==> src/rtl/flash_arbiter.sv <==
// Two-port round-robin arbiter in front of a flash_io word-access engine.
// Turns single-cycle-ack requests into the level-held fl_is_* / fl_ack handshake.
module flash_arbiter #(
  parameter int TIMEOUT_CYCLES = 65535,
  parameter int CNT_W          = 16
) (
  input  logic        clk,
  input  logic        rst,
  input  logic        m0_req,
  input  logic [1:0]  m0_cmd,
  input  logic [21:0] m0_addr,
  input  logic [15:0] m0_wdata,
  output logic [15:0] m0_rdata,
  output logic        m0_ack,
  output logic        m0_err,
  input  logic        m1_req,
  input  logic [1:0]  m1_cmd,
  input  logic [21:0] m1_addr,
  input  logic [15:0] m1_wdata,
  output logic [15:0] m1_rdata,
  output logic        m1_ack,
  output logic        m1_err,
  output logic [21:0] fl_addr,
  output logic [15:0] fl_data_wt,
  input  logic [15:0] fl_data_rd,
  output logic        fl_is_read,
  output logic        fl_is_write,
  output logic        fl_is_erase,
  input  logic        fl_ack,
  output logic        busy
);

  typedef enum logic [1:0] {
    IDLE    = 2'b00,
    ISSUE   = 2'b01,
    WAIT    = 2'b10,
    RELEASE = 2'b11
  } state_t;

  localparam logic [1:0]       CMD_READ    = 2'b00;
  localparam logic [1:0]       CMD_WRITE   = 2'b01;
  localparam logic [1:0]       CMD_ERASE   = 2'b10;
  localparam logic [1:0]       CMD_ILLEGAL = 2'b11;
  localparam logic [CNT_W-1:0] CNT_LAST    = CNT_W'(TIMEOUT_CYCLES - 1);
  localparam logic [CNT_W-1:0] CNT_ONE     = CNT_W'(1);

  state_t             state_r, state_s;
  logic               last_grant_r, last_grant_s;
  logic               gnt_r, gnt_s;
  logic [CNT_W-1:0]   cnt_r, cnt_s;
  logic [21:0]        fl_addr_s;
  logic [15:0]        fl_data_wt_s;
  logic               fl_rd_s, fl_wr_s, fl_er_s;
  logic               m0_ack_s, m0_err_s, m1_ack_s, m1_err_s;
  logic [15:0]        m0_rdata_s, m1_rdata_s;
  logic               busy_s;

  logic               pick_s;
  logic               can_grant_s;
  logic [1:0]         sel_cmd_s;
  logic [21:0]        sel_addr_s;
  logic [15:0]        sel_wdata_s;

  // Contention goes to the port that did not win last; a lone requester wins outright.
  assign pick_s      = (m0_req && m1_req) ? ~last_grant_r : m1_req;
  assign sel_cmd_s   = pick_s ? m1_cmd   : m0_cmd;
  assign sel_addr_s  = pick_s ? m1_addr  : m0_addr;
  assign sel_wdata_s = pick_s ? m1_wdata : m0_wdata;
  // While an ack is on the wire the requester has not yet dropped req, so hold off.
  assign can_grant_s = ~fl_ack & (m0_req | m1_req) & ~m0_ack & ~m1_ack;

  // Next-state and next-output logic for the arbitration FSM.
  always_comb begin
    state_s      = state_r;
    last_grant_s = last_grant_r;
    gnt_s        = gnt_r;
    cnt_s        = cnt_r;
    fl_addr_s    = fl_addr;
    fl_data_wt_s = fl_data_wt;
    fl_rd_s      = fl_is_read;
    fl_wr_s      = fl_is_write;
    fl_er_s      = fl_is_erase;
    m0_ack_s     = 1'b0;
    m0_err_s     = 1'b0;
    m1_ack_s     = 1'b0;
    m1_err_s     = 1'b0;
    m0_rdata_s   = m0_rdata;
    m1_rdata_s   = m1_rdata;
    busy_s       = 1'b0;

    case (state_r)
      IDLE: begin
        if (can_grant_s) begin
          gnt_s        = pick_s;
          last_grant_s = pick_s;
          fl_addr_s    = sel_addr_s;
          fl_data_wt_s = sel_wdata_s;
          if (sel_cmd_s == CMD_ILLEGAL) begin
            if (pick_s) begin
              m1_ack_s = 1'b1;
              m1_err_s = 1'b1;
            end else begin
              m0_ack_s = 1'b1;
              m0_err_s = 1'b1;
            end
            state_s = IDLE;
          end else begin
            // Command goes out on the grant edge so it is visible the very next cycle.
            fl_rd_s = (sel_cmd_s == CMD_READ);
            fl_wr_s = (sel_cmd_s == CMD_WRITE);
            fl_er_s = (sel_cmd_s == CMD_ERASE);
            state_s = ISSUE;
          end
        end else begin
          state_s = IDLE;
        end
      end
      ISSUE: begin
        cnt_s   = '0;
        state_s = WAIT;
      end
      WAIT: begin
        if (fl_ack) begin
          if (gnt_r) begin
            m1_ack_s = 1'b1;
            if (fl_is_read) begin
              m1_rdata_s = fl_data_rd;
            end else begin
              m1_rdata_s = m1_rdata;
            end
          end else begin
            m0_ack_s = 1'b1;
            if (fl_is_read) begin
              m0_rdata_s = fl_data_rd;
            end else begin
              m0_rdata_s = m0_rdata;
            end
          end
          fl_rd_s = 1'b0;
          fl_wr_s = 1'b0;
          fl_er_s = 1'b0;
          state_s = RELEASE;
        end else if (cnt_r == CNT_LAST) begin
          if (gnt_r) begin
            m1_ack_s = 1'b1;
            m1_err_s = 1'b1;
          end else begin
            m0_ack_s = 1'b1;
            m0_err_s = 1'b1;
          end
          fl_rd_s = 1'b0;
          fl_wr_s = 1'b0;
          fl_er_s = 1'b0;
          state_s = RELEASE;
        end else begin
          cnt_s = cnt_r + CNT_ONE;
        end
      end
      RELEASE: begin
        if (!fl_ack) begin
          state_s = IDLE;
        end else begin
          state_s = RELEASE;
        end
      end
      default: begin
        fl_rd_s = 1'b0;
        fl_wr_s = 1'b0;
        fl_er_s = 1'b0;
        state_s = IDLE;
      end
    endcase

    busy_s = (state_s != IDLE);
  end

  // State and registered outputs with synchronous reset.
  always_ff @(posedge clk) begin
    if (rst) begin
      state_r      <= IDLE;
      last_grant_r <= 1'b1;
      gnt_r        <= 1'b0;
      cnt_r        <= '0;
      fl_addr      <= 22'd0;
      fl_data_wt   <= 16'd0;
      fl_is_read   <= 1'b0;
      fl_is_write  <= 1'b0;
      fl_is_erase  <= 1'b0;
      m0_ack       <= 1'b0;
      m0_err       <= 1'b0;
      m0_rdata     <= 16'd0;
      m1_ack       <= 1'b0;
      m1_err       <= 1'b0;
      m1_rdata     <= 16'd0;
      busy         <= 1'b0;
    end else begin
      state_r      <= state_s;
      last_grant_r <= last_grant_s;
      gnt_r        <= gnt_s;
      cnt_r        <= cnt_s;
      fl_addr      <= fl_addr_s;
      fl_data_wt   <= fl_data_wt_s;
      fl_is_read   <= fl_rd_s;
      fl_is_write  <= fl_wr_s;
      fl_is_erase  <= fl_er_s;
      m0_ack       <= m0_ack_s;
      m0_err       <= m0_err_s;
      m0_rdata     <= m0_rdata_s;
      m1_ack       <= m1_ack_s;
      m1_err       <= m1_err_s;
      m1_rdata     <= m1_rdata_s;
      busy         <= busy_s;
    end
  end

endmodule

==> config.mk <==
export PLATFORM = sky130hd
export DESIGN_NAME = flash_arbiter
export DESIGN_NICKNAME = d
export VERILOG_FILES = /design/src/rtl/flash_arbiter.sv
export SDC_FILE = /design/constraint.sdc
export NUM_CORES = 1
export LEC_CHECK = 0
export CORE_MARGIN = 2
export CORE_UTILIZATION = 47
export CTS_BUF_LIST = sky130_fd_sc_hd__clkbuf_4
export DETAILED_ROUTE_END_ITERATION = 10
export GPL_TIMING_DRIVEN = 1
export PLACE_DENSITY = 0.88
export SLEW_MARGIN = 20
export SYNTH_ARGS = -nofsm -noshare
export SYNTH_HDL_FRONTEND = slang
export SYNTH_SLANG_ARGS = --single-unit
==> constraint.sdc <==
create_clock -name clk -period 4.68 [get_ports clk]
set_input_delay 0.468 -clock clk [delete_from_list [all_inputs] [get_ports clk]]
set_output_delay 0.468 -clock clk [all_outputs]
set_load 0.01 [all_outputs]
== Yosys cells after proc, flatten, opt, wreduce, memory -nomap -nowiden ==
Index checks and enable logic that the tools add are counted.
Widths: inputs -> output; s select.
Cells by class
  multiplexer cells: 42
  bitwise gates (word level): 9
  add/subtract/negate cells: 1
  reduce and logical (&&, ||, !) cells: 11
  equal/unequal tests: 12
Operators by type and width (count)
  $mux 16: 3
  $pmux 16 s2: 1
  $mux 1: 24
  $mux 22: 1
  $add 16x1->16 const B: 1
  $eq 16x16->1 const B: 1
  $pmux 1 s2: 7
  $reduce_and 4->1: 3
  $mux 2: 5
  $eq 2x2->1 const B: 4
  $ne 2x2->1 const B: 4
  $pmux 2 s4: 1
  $reduce_bool 2->1: 3
  $not 1->1: 5
  $eq 2x1->1 const B: 2
  $logic_not 2->1: 2
  $and 1x1->1: 3
  $ne 3x3->1 const B: 1
  $reduce_and 3->1: 1
  $reduce_and 2->1: 1
  $logic_and 1x1->1: 1
  $or 1x1->1: 1
Word-level totals
  bits of input ports: 101
  flip-flop bits (word level): 98
  logic and storage cells: 91

== Depth between registers and ports, before layout ==
Gate-level depths: netlist of the first run.
  depth after elaboration: 8
  gate-level depth with buffers: 7

== Least setup slack after synthesis of the first run ==
OpenSTA, ideal clock, no wires.
  path kind: input to register
  start point: input port fl_ack
  end point: register fl_is_erase
  arrival: 1965 ps
  path slack: 2623 ps
  path buffers: 0
  stages: 4
  path through: or4_4 > or3_4 > or3_4 > o32ai_1
On the way
  longest elaborated chain between the ends: 6
  elaborated cells on any way between the ends: 9
Ends and longest elaborated chain
  from (decl): line 29  | input logic fl_ack,
  $not 1->1: line 70  | assign can_grant_s = ~fl_ack & (m0_req | m1_req) & ~m0_ack & ~m1_ack;
  $and 1x1->1 (3 in series): line 70
  $ne 2x2->1 (no line)
  $reduce_and 4->1 (no line)
  to (signal assigned): line 205  | fl_is_erase <= fl_er_s;
  to (decl): line 28  | output logic fl_is_erase,
Several ways; a longest one is shown, not always the timed one.
A chain may end at the register's enable or synchronous reset.

== Worst setup path in the final report of the first run ==
  start point: input port fl_ack
  end point: register fl_data_wt[0]
On the way
  longest elaborated chain between the ends: 5
Ends and longest elaborated chain
  $not 1->1: line 70
  $and 1x1->1 (3 in series): line 70
  $reduce_and 2->1 (no line)
  to (signal assigned): line 202  | fl_data_wt <= fl_data_wt_s;
  to (decl): line 24  | output logic [15:0] fl_data_wt,
No other way between the ends.

==> results of run 1 <==
## layer usage
layer	wire, um	track usage (%)
met4	320	11.4
met2	6230	44.0
met5	0	0
met3	833	6.45
met1	4600	27.0
## power breakdown
group          internal (uW)  switching (uW)  total (uW)
clock network            176             300         476
logic                    215             170         385
registers                883            29.8         912
total                   1270             500        1770
## Yosys cell counts
cell                        number
sky130_fd_sc_hd__a211o_1         1
sky130_fd_sc_hd__a211oi_1       38
sky130_fd_sc_hd__a21boi_0        1
sky130_fd_sc_hd__a21oi_1        17
sky130_fd_sc_hd__a31oi_1         4
sky130_fd_sc_hd__a32oi_1         1
sky130_fd_sc_hd__and2_1          2
sky130_fd_sc_hd__and3_1          2
sky130_fd_sc_hd__and4_1          1
sky130_fd_sc_hd__buf_2           2
sky130_fd_sc_hd__buf_6           2
sky130_fd_sc_hd__clkbuf_1       28
sky130_fd_sc_hd__dfxtp_1        98
sky130_fd_sc_hd__ha_1            2
sky130_fd_sc_hd__inv_1           5
sky130_fd_sc_hd__mux2_2          1
sky130_fd_sc_hd__mux2i_1        70
sky130_fd_sc_hd__nand2_1        15
sky130_fd_sc_hd__nand2b_1        1
sky130_fd_sc_hd__nand3_1         9
sky130_fd_sc_hd__nand3b_1        2
sky130_fd_sc_hd__nand4_1         5
sky130_fd_sc_hd__nand4b_1        1
sky130_fd_sc_hd__nand4bb_1       1
sky130_fd_sc_hd__nor2_1         78
sky130_fd_sc_hd__nor2b_1         1
sky130_fd_sc_hd__nor3_1          3
sky130_fd_sc_hd__nor3_2          1
sky130_fd_sc_hd__nor3b_1         4
sky130_fd_sc_hd__nor4_1          2
sky130_fd_sc_hd__o211ai_1        7
sky130_fd_sc_hd__o21a_1          2
sky130_fd_sc_hd__o21ai_0         5
sky130_fd_sc_hd__o22ai_1         1
sky130_fd_sc_hd__o311ai_0        6
sky130_fd_sc_hd__o31ai_1         4
sky130_fd_sc_hd__o32ai_1         3
sky130_fd_sc_hd__o41ai_1         1
sky130_fd_sc_hd__or2_2           6
sky130_fd_sc_hd__or3_1           7
sky130_fd_sc_hd__or3_4           2
sky130_fd_sc_hd__or3b_2          1
sky130_fd_sc_hd__or4_1           6
sky130_fd_sc_hd__or4_4           1
## cell families after synthesis
logic type	Yosys count	share of synthesized area, %
AOI/OAI and AO/OA	91	15.0
adders and majority gates	2	0.591
and+or+nand+nor	151	17.5
DFF	98	46.3
muxes	71	16.8
buffers and inverters	37	3.69
## metrics by stage
| stage | power [uW] | hold WS (ps) | area, um2 | util [%] |
|---|---|---|---|---|
| 2_1_floorplan | 1100 | 435 | 4240 | - |
| 3_3_place_gp | 1300 | 461 | 6080 | 69.7 |
| 3_5_place_dp | 1320 | 484 | 6080 | 69.7 |
| 4_1_cts | 1780 | 335 | 6220 | 71.4 |
| 5_1_grt | 1850 | 364 | 6220 | 71.4 |
| 6_report | 1770 | 345 | 6220 | 71.4 |
## registers in the layout, indices dropped and copies added (netlist names), 2 cells and up
register,count
fl_addr,22
cnt_r,16
fl_data_wt,16
m0_rdata,16
m1_rdata,16
state_r,2
## worst paths after layout
kind | from | endpoint | slack, ps | cells after the start
hold reg to reg | fl_data_wt[5] | fl_data_wt[5] | 510 | 2
setup / recovery | fl_ack | fl_data_wt[0] | 2040 | 6
hold / removal | rst | last_grant_r | 340 | 3
setup reg to reg | state_r[1] | fl_data_wt[0] | 2140 | 5
## worst min-delay path, stage by stage
cell and delay (ps):
sky130_fd_sc_hd__buf_2 100, sky130_fd_sc_hd__inv_1 130, sky130_fd_sc_hd__nand3_1 90
## area by class of cell
cell class | count | area [um2]
fillers | 613 | 2500
multi-input cells | 315 | 2140
flip-flops and latches | 98 | 1960
repair buffers | 182 | 1820
well taps | 108 | 135
clock buffers | 10 | 75.1
clock inverters | 6 | 71.3
inverters | 5 | 18.8
==> impl_summary.log, run 1 <==
INFO  metric grt_max_degree = 91
INFO  metric global_route_wire_length_before_repair = 19.3 mm
INFO  metric synth.cell_area = ~4200 um2
INFO  metric cp_max_fo = 54
INFO  metric worst_clock_skew = roughly 22 ps
INFO  metric clockBufferDepth = 2
INFO  metric worstPathArrival = approximately 3000 ps
INFO  metric p_per_area = about 280 nW/um2
INFO  metric holdCritPathClass = primary input to flop
INFO  metric synth_cells = 450
INFO  metric startpoint_type = primary input
INFO  metric total_drc_errors_in_the_routed_layout = 0
INFO  metric finalMaxSlewViolations = 0
INFO  metric final_cell_mix = 177 x sky130_fd_sc_hd__clkdlybuf4s50_1, 98 x sky130_fd_sc_hd__dfxtp_1, 77 x sky130_fd_sc_hd__nor2_1, 70 x sky130_fd_sc_hd__mux2i_1, 38 x sky130_fd_sc_hd__a211oi_1
INFO  metric post_synth.cell_area_avg = ~9.4 um2
INFO  metric dp_hpwl = 8.79 mm
INFO  metric io_count = roughly 180
INFO  metric cts_repair_resize_count = 0
INFO  metric grt_antenna_before_repair = 0
INFO  metric clock_transition_at_the_registers_of_the_reported_paths = ~160 ps
INFO  metric crit_path_top_delay_cell = sky130_fd_sc_hd__nor3_4
INFO  metric grt_setup_unrepaired = no
INFO  metric routed_via_density = 5.53
INFO  metric achievable-frequency = roughly 380 MHz
INFO  metric worstSetupPathType = primary input to flop
INFO  metric place_congestion = approximately 0.82
INFO  metric report.final.setup_viol = 0
INFO  metric fraction_of_layout_cells_with_a_size_suffix_above_1 = under 10%
INFO  metric period_share = 56.5%
INFO  metric initial_util = between 40 and 50%
INFO  metric cts_root_buffer = sky130_fd_sc_hd__clkbuf_4
INFO  metric postSynthNetCount = between 500 and 600
INFO  metric dr_iter_0_viols = around 170
INFO  metric synth.area.top_cells = sky130_fd_sc_hd__dfxtp_1 46%, sky130_fd_sc_hd__mux2i_1 17%, sky130_fd_sc_hd__nor2_1 6.9%
INFO  metric synth_top_cell_by_area = sky130_fd_sc_hd__dfxtp_1
INFO  metric worstPathRequired = 5070 ps
INFO  metric tritoncts.num_buffers = 9
INFO  metric clock_sink_count = 98
INFO  metric core = slightly below 9000 um2
INFO  metric floorplan.die.height = between 90 and 100 um
INFO  metric critical_path.n_buffers_inverters = 2
INFO  metric fp-row-count = 34
INFO  metric syn2layout_area_growth = 47.0%
INFO  metric leakagePower = about 0.0023 uW
INFO  metric finalNetCount = about 710
INFO  metric maxCapViolCount = 0
INFO  metric grt.overflow.total = 0
INFO  metric postCtsSetupBuffers = 0
INFO  metric dp_worst_setup_slack = 1590 ps
INFO  metric max_slew.worst_pin.slew = around 1100 ps
INFO  metric critical_path.cell_chain = clkdlybuf4s50_1 -> or4_4 -> nor3_4 -> buf_12 -> nor2_1 -> a211oi_1
INFO  metric die_w = 98.9 um
INFO  metric layoutNonFillerInstCount = around 720
INFO  metric clock_tree_from_tritoncts = built
INFO  metric numPlacedInstances = roughly 700
INFO  metric yosys_register_bits = a little under 100
INFO  metric max_slew_margin = a little under a quarter
INFO  metric final.setup.tns = 0 ps
INFO  metric yosys.area.top_type_share = 46.3%
INFO  metric ys_seq_area_share = about 46%
INFO  metric ctsHoldBuffers = 0
INFO  metric grt_use_total = 24.6%
INFO  metric vdd_ir_drop_max = around 160 uV
INFO  metric layout.cells.most_common = sky130_fd_sc_hd__clkdlybuf4s50_1
INFO  metric final_hold_viol_count = 0
INFO  metric first_global_vias = 4098
INFO  metric antenna_left = 0
INFO  metric cell_family_with_the_largest_share_of_critical_path_delay = simple AND/OR/NAND/NOR gates
INFO  metric worst_path_largest_cell_delay = approximately 800 ps
INFO  metric die_area = 9790 um2
INFO  metric firstDrtPassIters = 4
INFO  metric clock_latency = 480 ps
INFO  metric yosys_warnings = 0
INFO  metric setup_slack = 2040 ps
INFO  metric final_period_minus_worst_setup_slack = around 2600 ps
INFO  metric status = finished clean
INFO  metric io_buffer_count = around 180
INFO  metric drt_wl_total = roughly 12 mm
INFO  metric routed-via-count = approximately 4000
INFO  metric end_kind = flop
INFO  metric wire_length_per_cell = about 17 um
INFO  metric n_antenna_cell = 0
INFO  metric clock_tree.htree_level_count = 3
INFO  metric synth.lib_cells_used.distinct = 44
Note: power is estimated with default switching activity, not from simulation.
==> inputs of run 2 (changes only) <==
--- a/config.mk
+++ b/config.mk
@@ -6,11 +6,11 @@
 export NUM_CORES = 1
 export LEC_CHECK = 0
 export CORE_MARGIN = 2
-export CORE_UTILIZATION = 47
+export CORE_UTILIZATION = 44
 export CTS_BUF_LIST = sky130_fd_sc_hd__clkbuf_4
 export DETAILED_ROUTE_END_ITERATION = 10
 export GPL_TIMING_DRIVEN = 1
-export PLACE_DENSITY = 0.88
+export PLACE_DENSITY = 0.83
 export SLEW_MARGIN = 20
 export SYNTH_ARGS = -nofsm -noshare
 export SYNTH_HDL_FRONTEND = slang
==> constraint.sdc (replaced) <==
create_clock -name clk -period 2.47 [get_ports clk]
set_input_delay 0.247 -clock clk [delete_from_list [all_inputs] [get_ports clk]]
set_output_delay 0.247 -clock clk [all_outputs]
set_load 0.01 [all_outputs]
==> run 2 against run 1 <==
Utilization is 3.2 points lower. Clock skew is 2.7 ps higher. Global-route usage is 1.9 points lower. Via count hardly changed. Sequential power is 90% higher. Wire length is 1.3% lower. Worst setup slack worse by 1800 ps. Critical endpoint is now fl_is_erase.
==> impl_summary.log, run 2 (synthesis results as in run 1) <==
INFO  metric status = finished clean
INFO  metric regToRegEndpoint = fl_is_erase
INFO  metric grt_max_degree = 52 (-43%)
INFO  metric min_path_cells = 2 (-1)
INFO  metric finalMaxSlewViolations = 0 (unchanged)
INFO  metric ctsHoldBuffers = 0 (unchanged)
INFO  metric clock_tree_from_tritoncts = built
INFO  metric dp_worst_setup_slack = 47.6 ps (-1540 ps)
INFO  metric dp_hpwl = 9.01 mm (+2.5%)
INFO  metric met2_usage = 42.8% (-1.2 points)
INFO  metric die_w = 102 um (+3.2%)
INFO  metric final.setup.tns = 0 ps (unchanged)
INFO  metric clockBufferDepth = 2 (unchanged)
INFO  metric global_route_wire_length_before_repair = 18.8 mm (-2.9%)
INFO  metric critical_path.cell_chain = or4_4 -> or3_4 -> or3_4 -> o32ai_1
INFO  metric vdd_ir_drop_max = 414 uV (+160%)
INFO  metric first_global_vias = 3989 (-2.7%)
INFO  metric holdCritStartpoint = rst
INFO  metric routed_via_density = 5.32 (-3.7%)
INFO  metric cp_common_cell = sky130_fd_sc_hd__or3_4
INFO  metric antenna_left = 0 (unchanged)
INFO  metric syn2layout_area_growth = 49.5%
INFO  metric total_drc_errors_in_the_routed_layout = 0 (unchanged)
INFO  metric maxCapViolCount = 0 (unchanged)
INFO  metric floorplan.die.height = 102 um (+3.2%)
INFO  metric io_count = 179 (unchanged)
INFO  metric dr_iter_0_viols = 157 (-5.4%)
INFO  metric cts_repair_resize_count = 0 (unchanged)
INFO  metric core = 9280 um2 (+6.5%)
INFO  metric fp-row-count = 35 (+2.9%)
INFO  metric layout.cell_area.non_filler = 6330 um2 (+1.7%)
INFO  metric setup_slack = 239 ps (-1800 ps)
INFO  metric initial_util = 45.6% (-2.9 points)
INFO  metric final_period_minus_worst_setup_slack = 2230 ps
INFO  metric grt.overflow.total = 0 (unchanged)
INFO  metric timing.reg2reg.setup_slack = 240 ps (-1900 ps)
INFO  metric worstPathRequired = 2830 ps (-2240 ps)
INFO  metric end_kind = flop
INFO  metric clock_sink_count = 98 (unchanged)
INFO  metric finalNetCount = 721 (+0.98%)
INFO  metric crit_path_top_delay_cell = sky130_fd_sc_hd__or4_4
INFO  metric cp_max_fo = 10 (-81%)
INFO  metric numPlacedInstances = 736 (+4.0%)
INFO  metric max_slew_margin = 65.5% (+42 points)
INFO  metric max_slew.worst_pin.slew = 518 ps (-623 ps)
INFO  metric nFillCells = 773 (+26%)
INFO  metric die_area = 10400 um2 (+6.5%)
INFO  metric cts_root_buffer = sky130_fd_sc_hd__clkbuf_4
INFO  metric holdCritPathClass = primary input to flop
INFO  metric clock_latency = 470 ps (about the same)
INFO  metric worst_path_largest_cell_delay = 590 ps (-200 ps)
INFO  metric report.power.total = 3410 uW (+92%)
INFO  metric path_depth = 4 (-2)
INFO  metric worstPathArrival = 2590 ps (-440 ps)
INFO  metric cell_family_with_the_largest_share_of_critical_path_delay = simple AND/OR/NAND/NOR gates
INFO  metric startpoint_type = flop
INFO  metric period_share = around 90%
INFO  metric postCtsSetupBuffers = 0 (unchanged)
INFO  metric top_register = fl_addr
INFO  metric p_per_area = 539 nW/um2 (+89%)
INFO  metric hold-path-endpoint = state_r[1]
INFO  metric largest_register_ff_count = 22 (unchanged)
INFO  metric layoutNonFillerInstCount = 752 (+3.9%)
INFO  metric drt_wl_total = 11.8 mm (-1.3%)
INFO  metric worst_clock_skew = 24.9 ps (+2.71 ps)
INFO  metric firstDrtPassIters = 4 (unchanged)
INFO  metric wire_length_per_cell = 15.7 um (-5.0%)
INFO  metric io_buffer_count = 178 (unchanged)
INFO  metric grt_antenna_before_repair = 0 (unchanged)
INFO  metric tritoncts.num_buffers = 9 (unchanged)
INFO  metric met1_usage = 24.4% (-2.6 points)
INFO  metric place_congestion = 0.809 (-1.2%)
INFO  metric use_met3 = 6.70% (+0.25 points)
INFO  metric worstSetupPathType = flop to flop
INFO  metric leakagePower = 0.00230 uW (+2.0%)
INFO  metric grt_setup_unrepaired = no
INFO  metric globalRoute.busiestLayer = met2
INFO  metric achievable-frequency = 448 MHz
INFO  metric fraction_of_layout_cells_with_a_size_suffix_above_1 = 6.90% (+1.1 points)
INFO  metric critical_path.n_buffers_inverters = 0 (-2)
INFO  metric worst-r2r-cell-count = 4 (-1)
INFO  metric routed-via-count = 4004 (+0.050%)
INFO  metric layout.cells.most_common = sky130_fd_sc_hd__clkdlybuf4s50_1
INFO  metric grt_use_total = 22.7% (-1.9 points)
INFO  metric clock_transition_at_the_registers_of_the_reported_paths = 160 ps (about the same)
INFO  metric clock_tree.htree_level_count = 3 (unchanged)
INFO  metric crit-reg2reg-launch = state_r[1]
INFO  metric dpl-instance-area = 6170 um2 (+1.5%)
INFO  metric final_hold_viol_count = 0 (unchanged)
INFO  metric final_cell_mix = 177 x sky130_fd_sc_hd__clkdlybuf4s50_1, 98 x sky130_fd_sc_hd__dfxtp_1, 77 x sky130_fd_sc_hd__nor2_1, 70 x sky130_fd_sc_hd__mux2i_1, 38 x sky130_fd_sc_hd__a211oi_1
INFO  metric n_antenna_cell = 0 (unchanged)
INFO  metric report.final.setup_viol = 0 (unchanged)
[run 2: cell types whose count changed in the layout (fill, tap and decap cells not counted)]
cell / change
sky130_fd_sc_hd__buf_4: +6
sky130_fd_sc_hd__buf_12: +1
sky130_fd_sc_hd__clkbuf_4: -1
sky130_fd_sc_hd__clkinv_2: -1
sky130_fd_sc_hd__clkinv_8: +1
sky130_fd_sc_hd__inv_8: +1
[run 2: routing by layer]
metal | wire, um | share of wire [%] | vias up
li1 | - | - | 1978
met5 | 0 | 0 | -
met1 | 4570 | 39 | 1902
met2 | 6310 | 53 | 109
met4 | 173 | 1.5 | 0
met3 | 766 | 6.5 | 15
[run 2: how the worst max path moves through the flow]
stage,start,endpoint,slack (ps)
floorplan,state_r[1],fl_is_erase,420
global placement,fl_ack,fl_is_read,130
detailed placement,fl_ack,fl_is_erase,50
CTS,state_r[1],fl_is_erase,250
global route,state_r[1],fl_is_read,170
finish,state_r[1],fl_is_erase,240
[run 2: area by class of cell]
class                   instances  area [um2]  area share [%]
clock buffers                   9        67.6            1.07
clock inverters                 7        93.8            1.48
inverters                       5        18.8           0.296
multi-input cells             315        2140            33.9
flip-flops and latches         98        1960            31.0
well taps                     129         161            2.55
repair buffers                189        1880            29.8
[run 2: where the power goes]
part / switching, uW / internal [uW] / leakage, uW
clock: 605 / 338 / 0.0000837
combinational: 323 / 422 / 0.00142
sequential: 54.1 / 1670 / 0.000798
[run 2: per-stage QoR]
step,hold WS [ps],util [%]
3_3_place_gp,472,66.5
5_1_grt,145,68.2
2_1_floorplan,391,-
4_1_cts,127,68.2
6_report,144,68.2
3_5_place_dp,485,66.5
==> inputs of run 3 (changes only) <==
==> constraint.sdc (replaced) <==
create_clock -name clk -period 2.15 [get_ports clk]
set_input_delay 0.215 -clock clk [delete_from_list [all_inputs] [get_ports clk]]
set_output_delay 0.215 -clock clk [all_outputs]
set_load 0.01 [all_outputs]
==> run 3 against run 2 <==
Non-clock buffer count is 2 higher. Global-route usage barely moved. Clock power is 11% higher. Flip-flop and latch count unchanged. Clock-buffer cell count did not move. Wire length up 0.47%. Critical path depth is the same. Final area increased by 0.97%.
==> impl_summary.log, run 3 (synthesis results as in run 1) <==
INFO  metric status = finished clean
INFO  metric fin_util = 68.9% (+0.66 points)
INFO  metric fp-row-count = 35 (unchanged)
INFO  metric worst_clock_skew = 17.2 ps (-7.70 ps)
INFO  metric firstDrtPassIters = 5 (+1)
INFO  metric holdCritPathClass = primary input to flop
INFO  metric dp_hpwl = 8.95 mm (-0.66%)
INFO  metric end_kind = flop
INFO  metric max_slew.worst_pin.slew = 539 ps (+20.4 ps)
INFO  metric antenna_left = 0 (unchanged)
INFO  metric max_slew_margin = 64.1% (-1.4 points)
INFO  metric power.share.sequential = 50.7% (about the same)
INFO  metric vdd_ir_drop_max = 430 uV (+3.8%)
INFO  metric die_area = 10400 um2 (unchanged)
INFO  metric p_per_area = 610 nW/um2 (+13%)
INFO  metric achievable-frequency = 473 MHz (+5.6%)
INFO  metric grt_max_degree = 67 (+29%)
INFO  metric fraction_of_layout_cells_with_a_size_suffix_above_1 = 7.36% (+0.46 points)
INFO  metric global_route_wire_length_before_repair = 18.5 mm (-1.4%)
INFO  metric clock_transition_at_the_registers_of_the_reported_paths = 160 ps (about the same)
INFO  metric postCtsSetupBuffers = 0 (unchanged)
INFO  metric grt.overflow.total = 0 (unchanged)
INFO  metric final.setup.tns = 0 ps (unchanged)
INFO  metric startpoint_type = flop
INFO  metric clock_tree_from_tritoncts = built
INFO  metric final_period_minus_worst_setup_slack = 2110 ps (-119 ps)
INFO  metric cts_root_buffer = sky130_fd_sc_hd__clkbuf_4
INFO  metric top_register = fl_addr
INFO  metric clock_latency = 460 ps (about the same)
INFO  metric cp_max_fo = 6 (-4)
INFO  metric power.internal = 2790 uW (+15%)
INFO  metric nFillCells = 732 (-5.3%)
INFO  metric grt_setup_unrepaired = no
INFO  metric numPlacedInstances = 738 (+0.27%)
INFO  metric routed_via_density = 5.31 (-0.22%)
INFO  metric report.final.setup_viol = 0 (unchanged)
INFO  metric worstSetupPathType = flop to flop
INFO  metric initial_util = 45.6% (unchanged)
INFO  metric period_share = 98.2% (+7.9 points)
INFO  metric io_buffer_count = 178 (unchanged)
INFO  metric final_cell_mix = 177 x sky130_fd_sc_hd__clkdlybuf4s50_1, 98 x sky130_fd_sc_hd__dfxtp_1, 77 x sky130_fd_sc_hd__nor2_1, 70 x sky130_fd_sc_hd__mux2i_1, 38 x sky130_fd_sc_hd__a211oi_1
INFO  metric largest_register_ff_count = 22 (unchanged)
INFO  metric layoutNonFillerInstCount = 754 (+0.27%)
INFO  metric p_switching = 1110 uW (+13%)
INFO  metric n_antenna_cell = 0 (unchanged)
INFO  metric tritoncts.num_buffers = 9 (unchanged)
INFO  metric ctsHoldBuffers = 0 (unchanged)
INFO  metric drt_wl_total = 11.9 mm (+0.47%)
INFO  metric maxCapViolCount = 0 (unchanged)
INFO  metric grt_antenna_before_repair = 0 (unchanged)
INFO  metric leakagePower = 0.00232 uW (+0.96%)
INFO  metric clockBufferDepth = 2 (unchanged)
INFO  metric worstPathArrival = 2470 ps (-120 ps)
INFO  metric floorplan.die.height = 102 um (unchanged)
INFO  metric worstPathRequired = 2510 ps (-320 ps)
INFO  metric finalMaxSlewViolations = 0 (unchanged)
INFO  metric swShare = 28.5% (-0.26 points)
INFO  metric place_congestion = 0.807 (-0.31%)
INFO  metric final_hold_viol_count = 0 (unchanged)
INFO  metric grt_use_total = 22.7% (-0.043 points)
INFO  metric finalNetCount = 723 (+0.28%)
INFO  metric io_count = 179 (unchanged)
INFO  metric clkPwrFrac = 26.9% (-0.7 points)
INFO  metric total_drc_errors_in_the_routed_layout = 0 (unchanged)
INFO  metric core = 9280 um2 (unchanged)
INFO  metric routed-via-count = 4006 (+0.050%)
INFO  metric die_w = 102 um (unchanged)
INFO  metric layout.cells.most_common = sky130_fd_sc_hd__clkdlybuf4s50_1
INFO  metric dr_iter_0_viols = 123 (-22%)
INFO  metric wire_length_per_cell = 15.8 um (+0.21%)
INFO  metric clock_sink_count = 98 (unchanged)
INFO  metric syn2layout_area_growth = 50.9%
INFO  metric first_global_vias = 3992 (+0.075%)
INFO  metric power.combinational.fraction = 22.3% (+0.5 points)
INFO  metric clock_tree.htree_level_count = 3 (unchanged)
-- run 3: cell count changes in the layout (fill, tap and decap cells not counted), sizes merged --
cell	previous run	this run
clkinv	1	4
buf	12	14
inv	9	7
clkinvlp	1	0
-- run 3: layout make-up --
type / count / area [um2] / area share, %
Multi-Input combinational cell: 315 / 2160 / 33.8
Sequential cell: 98 / 1960 / 30.7
Timing Repair Buffer: 191 / 1940 / 30.3
Tap cell: 129 / 161 / 2.52
Clock inverter: 7 / 87.6 / 1.37
Clock buffer: 9 / 67.6 / 1.06
Inverter: 5 / 18.8 / 0.294
-- run 3: stage by stage --
stage / total power, uW / setup slack [ps] / instance area (um2) / hold WS [ps]
after floorplan: 2400 / 99.6 / 4240 / 359
after global placement: 2860 / -153 / 6220 / 471
after detailed placement: 2890 / -246 / 6220 / 487
after CTS: 3930 / 40.9 / 6380 / 268
after global routing: 4080 / 4.73 / 6390 / 286
final: 3900 / 37.8 / 6390 / 294
-- run 3: worst max-delay path: stages (launching register included) --
cell and delay, ps:
sky130_fd_sc_hd__dfxtp_1 340, sky130_fd_sc_hd__or4_4 550, sky130_fd_sc_hd__or3_4 410, sky130_fd_sc_hd__or3_4 420, sky130_fd_sc_hd__o32ai_1 300
-- run 3: path summary, 6_finish.rpt --
kind,start,end,slack [ps],cells past startpoint
min,rst,fl_addr[11],290,2
min reg2reg,fl_data_wt[1],fl_data_wt[1],510,2
max,state_r[1],fl_is_write,40,4
max reg2reg,state_r[1],fl_is_write,40,4
-- run 3: metal layers --
| metal | routed length (um) | vias to the layer above | global-route usage, % |
|---|---|---|---|
| met1 | 4550 | 1857 | 24.3 |
| li1 | - | 1992 | - |
| met3 | 890 | 25 | 8.82 |
| met4 | 352 | 0 | 8.82 |
| met2 | 6080 | 132 | 40.2 |
| met5 | 0 | - | 0 |
-- run 3: power groups by stage --
stage	clock [uW]	combinational, uW	sequential, uW
3_3_place_gp	0	846	2010
5_1_grt	1150	940	1990
6_report	1050	871	1980
4_1_cts	1080	871	1980
2_1_floorplan	0	344	2060
3_5_place_dp	0	868	2020
-- run 3: timing repair --
item | CTS | global route
setup endpoints to repair | 0 | 1
resized for setup | 0 | 2
hold endpoints to repair | 0 | 0
